**src/rtl/vx_rop_blend_sched.sv**
```systemverilog
// Shared per-channel min/max blend pipeline arbitrated among NUM_REQS requesters.
// Define VX_ROP_BLEND_RR_EN for round-robin arbitration; otherwise fixed priority (lowest index wins).
module vx_rop_blend_sched #(
  parameter int NUM_REQS = 4,
  parameter int LATENCY  = 1,
  parameter int TAGW     = (NUM_REQS > 1) ? $clog2(NUM_REQS) : 1
) (
  input  logic                     clk,
  input  logic                     reset,
  input  logic [NUM_REQS-1:0]      req_valid,
  input  logic [NUM_REQS*32-1:0]   req_src,
  input  logic [NUM_REQS*32-1:0]   req_dst,
  input  logic [NUM_REQS-1:0]      req_mode,
  output logic [NUM_REQS-1:0]      req_ready,
  output logic                     rsp_valid,
  output logic [TAGW-1:0]          rsp_tag,
  output logic                     rsp_mode,
  output logic [31:0]              rsp_color,
  input  logic                     rsp_ready
);

  logic                            en;
  logic                            gnt_any;
  logic [TAGW-1:0]                 gnt_idx;
  logic [31:0]                     src_d, dst_d;
  logic                            mode_d;

  logic [LATENCY-1:0]              vld_q;
  logic [LATENCY-1:0][TAGW-1:0]    tag_q;
  logic [LATENCY-1:0]              mode_q;
  logic [LATENCY-1:0][31:0]        src_q;
  logic [LATENCY-1:0][31:0]        dst_q;

  assign en = !(rsp_valid && !rsp_ready);

`ifdef VX_ROP_BLEND_RR_EN
  logic [TAGW-1:0] ptr_q, ptr_d;
  logic [TAGW-1:0] cand;
  int              idx;

  // Search starts at ptr and wraps; first valid requester wins.
  always_comb begin
    gnt_any = 1'b0;
    gnt_idx = '0;
    idx     = 0;
    cand    = '0;
    if (en && !reset) begin
      for (int k = 0; k < NUM_REQS; k++) begin
        idx = int'(ptr_q) + k;
        if (idx >= NUM_REQS) idx = idx - NUM_REQS;
        cand = TAGW'(idx);
        if (!gnt_any && req_valid[cand]) begin
          gnt_any = 1'b1;
          gnt_idx = cand;
        end
      end
    end
    ptr_d = ptr_q;
    if (gnt_any) ptr_d = (gnt_idx == TAGW'(NUM_REQS - 1)) ? '0 : gnt_idx + 1'b1;
  end

  always_ff @(posedge clk) begin
    if (reset)   ptr_q <= '0;
    else if (en) ptr_q <= ptr_d;
  end
`else
  always_comb begin
    gnt_any = 1'b0;
    gnt_idx = '0;
    if (en && !reset) begin
      for (int k = NUM_REQS - 1; k >= 0; k--) begin
        if (req_valid[k]) begin
          gnt_any = 1'b1;
          gnt_idx = TAGW'(k);
        end
      end
    end
  end
`endif

  always_comb begin
    req_ready = '0;
    if (gnt_any) req_ready[gnt_idx] = 1'b1;
  end

  assign src_d  = req_src[32*int'(gnt_idx) +: 32];
  assign dst_d  = req_dst[32*int'(gnt_idx) +: 32];
  assign mode_d = req_mode[gnt_idx];

  // Whole pipeline, bubbles included, advances only on en.
  always_ff @(posedge clk) begin
    if (reset) begin
      vld_q  <= '0;
      tag_q  <= '0;
      mode_q <= '0;
      src_q  <= '0;
      dst_q  <= '0;
    end else if (en) begin
      vld_q[0]  <= gnt_any;
      tag_q[0]  <= gnt_idx;
      mode_q[0] <= mode_d;
      src_q[0]  <= src_d;
      dst_q[0]  <= dst_d;
      for (int s = 1; s < LATENCY; s++) begin
        vld_q[s]  <= vld_q[s-1];
        tag_q[s]  <= tag_q[s-1];
        mode_q[s] <= mode_q[s-1];
        src_q[s]  <= src_q[s-1];
        dst_q[s]  <= dst_q[s-1];
      end
    end
  end

  assign rsp_valid = vld_q[LATENCY-1];
  assign rsp_tag   = tag_q[LATENCY-1];
  assign rsp_mode  = mode_q[LATENCY-1];

  always_comb begin
    rsp_color = '0;
    for (int c = 0; c < 4; c++) begin
      logic [7:0] s, d;
      logic       gt;
      s  = src_q[LATENCY-1][8*c +: 8];
      d  = dst_q[LATENCY-1][8*c +: 8];
      gt = s > d;
      rsp_color[8*c +: 8] = rsp_mode ? (gt ? s : d) : (gt ? d : s);
    end
  end

endmodule

```
**config.mk**
```make
export PLATFORM = sky130hd
export DESIGN_NAME = vx_rop_blend_sched
export DESIGN_NICKNAME = d
export VERILOG_FILES = /design/src/rtl/vx_rop_blend_sched.sv
export SDC_FILE = /design/constraint.sdc
export NUM_CORES = 1
export LEC_CHECK = 0
export ABC_AREA = 1
export BUFFER_PORTS_ARGS = -buffer_cell sky130_fd_sc_hd__buf_2
export CAP_MARGIN = 15
export CORE_ASPECT_RATIO = 1.75
export CORE_UTILIZATION = 40
export CTS_BUF_LIST = sky130_fd_sc_hd__clkbuf_8
export CTS_CLUSTER_DIAMETER = 40
export DETAILED_ROUTE_END_ITERATION = 8
export PLACE_DENSITY = 0.73
export SLEW_MARGIN = 10
export SYNTH_ARGS = -nofsm -noshare
export SYNTH_HDL_FRONTEND = slang
export SYNTH_SLANG_ARGS = --single-unit
```
**constraint.sdc**
```tcl
create_clock -name clk -period 3 [get_ports clk]
set_input_delay 0.6 -clock clk [delete_from_list [all_inputs] [get_ports clk]]
set_output_delay 0.6 -clock clk [all_outputs]
set_load 0.005 [all_outputs]
```
==> metrics.txt <==
crit start category flop; most instantiated cells after synthesis 414 x nand2_1, 215 x nand3_1, 115 x nor2_1; PD cells between 300 and 400 mW/mm2; RSZ-0062 raised after global routing false; crit path max fanout 9; post-route setup TNS 0 ps; Initial DRC Count 317; share of the synthesized area in the top cell type 0.265; 1st-pass router iterations 5; worst hold path class flop to flop; DRC viols 0; io pins 307; count of final hold-check violations 0; core area 0.0144 mm2; Vias/cell 5.10; share of cells above drive strength 1 0.272; first-pass GRT wire length 34.2 mm; # hold bufs at CTS 0; Setup Skew about 9.0 ps; CTS sink cnt 68; Synth Flop Type dfxtp_1; initial antenna violation count 3; Cells after Synth 1043; synth top area cells nand2_1 26%, dfxtp_1 23%, nand3_1 18%; FF-to-FF End dst_q[19]; Lkg Pwr 4.46 nW; Die Wd 93.6 um; WP data arrival 2210 ps; GRT Residual Overflow 0; clock buffer count from CTS 9; Post-synth EDFFs 0; fmax 356 MHz; IO buf count 306; htree depth 3; RD Place Congestion 0.923; WHS Path Cells 2; vias in the first global route 7098; die area ~0.015 mm2; Worst-path clk slew 80 ps; total number of vias 7680; Hold Path End rsp_tag[1]; most frequent cell after synthesis nand2_1; Unique masters post-synth 24; CP endpoint kind output port; r2r setup slk 970 ps; CTS tree built; R2R depth 8; clock root buffer clkbuf_8; Final nets 1619; Reg2Reg Launch Point rsp_valid; Max Cap Viol 0; Worst Path Required approximately 2400 ps; Synth Warn # 0; HP Start rsp_tag[1]; Wirelength per Cell between 10 and 15 um; ANT nets after route 0; Skew-Pair Late Insertion Delay 360 ps; kind of critical path flop to output port; WL final 22.1 mm; Clock Path Buffers 2; row count 58; Max-slew headroom 0.409; Worst Tran Pin Value 883 ps; Placement Cell Area 0.00749 mm2; postcts setup bufs 0; Post-DP HPWL 16.8 mm; largest net degree at the start of global routing 68; cts repair resizes 0; fin crit share 0.937; max-slew violations 0; Starting Density 0.408; post-route minimum period approximately 2800 ps; area leader, netlist nand2_1; post-synthesis net count 1342; gr usage total 0.290; sequential share of the synthesized area 0.232; Die Span Y 162 um; asr flop ratio synth 0; mapped cell area between 0.005 and 0.006 mm2; Mean Syn Cell Area 5.63 um2; outcome finished clean; Post-Layout Inst Area 0.00770 mm2; final setup fails 0; area grow syn2layout 31.3%; Seq cells post-synth 68; worst vdd ir 0.182 mV
-- area by class of cell --
class	count	area [um2]
clock inverter	6	56.3
sequential	68	1360
fill	1602	6670
clock buffer	10	138
tap	180	225
antenna	1	2.50
inverter	55	208
timing repair buffer	328	1710
multi-input combinational	858	4000
-- metal layers --
metal	track usage	up-vias	share of wire
li1	-	3907	-
met4	0.137	4	0.039
met2	0.551	307	0.53
met1	0.302	3399	0.36
met5	0	-	0.0011
met3	0.0468	63	0.064
-- power breakdown --
part | leakage, nW | switching [mW] | internal [mW]
registers | 0.566 | 0.0803 | 0.983
clock network | 0.109 | 0.360 | 0.399
logic | 3.79 | 0.629 | 0.467
total | 4.46 | 1.07 | 1.85
-- through the flow --
step	total power, mW	utilization	setup WS [ps]	hold slack [ps]	cells
floorplan	1.69	-	903	444	1043
global placement	2.16	0.521	493	436	1489
detailed placement	2.17	0.521	466	443	1489
CTS	2.93	0.535	47.4	457	1505
global route	3.13	0.536	5.78	499	1506
finish	2.92	0.536	190	456	1506
-- critical path, stage by stage, from the launching register on --
cell and delay [ps]:
dfxtp_1 390, inv_1 60, ha_1 280, nand2_1 70, nor2_1 140, nand4_1 130, nand2_1 90, nand2_1 220
nand2_4 200, nand2_1 70, nand2_1 60, buf_2 130
-- worst max-delay path by stage --
stage / startpoint / to / cells after the start
global placement: dst_q[7] / rsp_color[6] / 11
detailed placement: dst_q[7] / rsp_color[6] / 11
floorplan: dst_q[31] / rsp_color[24] / 10
CTS: dst_q[7] / rsp_color[6] / 11
global route: dst_q[22] / rsp_color[20] / 11
finish: dst_q[7] / rsp_color[6] / 11
-- state kept, by name (all words and copies together), names as in the netlist --
| register | cells |
|---|---|
| rsp_valid | 1 |
| dst_q | 32 |
| rsp_tag | 2 |
| rsp_mode | 1 |
| src_q | 32 |
-- cell families after synthesis --
kind of cell | share of synthesized area
and+or+nand+nor | 0.550
buffers and inverters | 0.0911
DFF | 0.232
AOI/OAI and AO/OA | 0.0591
adders and majority gates | 0.0682
-- placed cells by master, fill, tap and decap left out, types with 2 or more instances in the layout --
master    instances
clkbuf_8         10
nand2_2           4
nor2_8            2
nand3_4           2
buf_2           306
nor2_1          115
nand4_1           5
a21o_1            4
clkinv_2          3
inv_1            55
dfxtp_1          68
o21ai_0          52
buf_4            21
nor2_4            4
nand2_1         410
a21oi_1           9
ha_1             32
nand3_1         213
nand2_4           2
(Power assumes the default switching activity.)
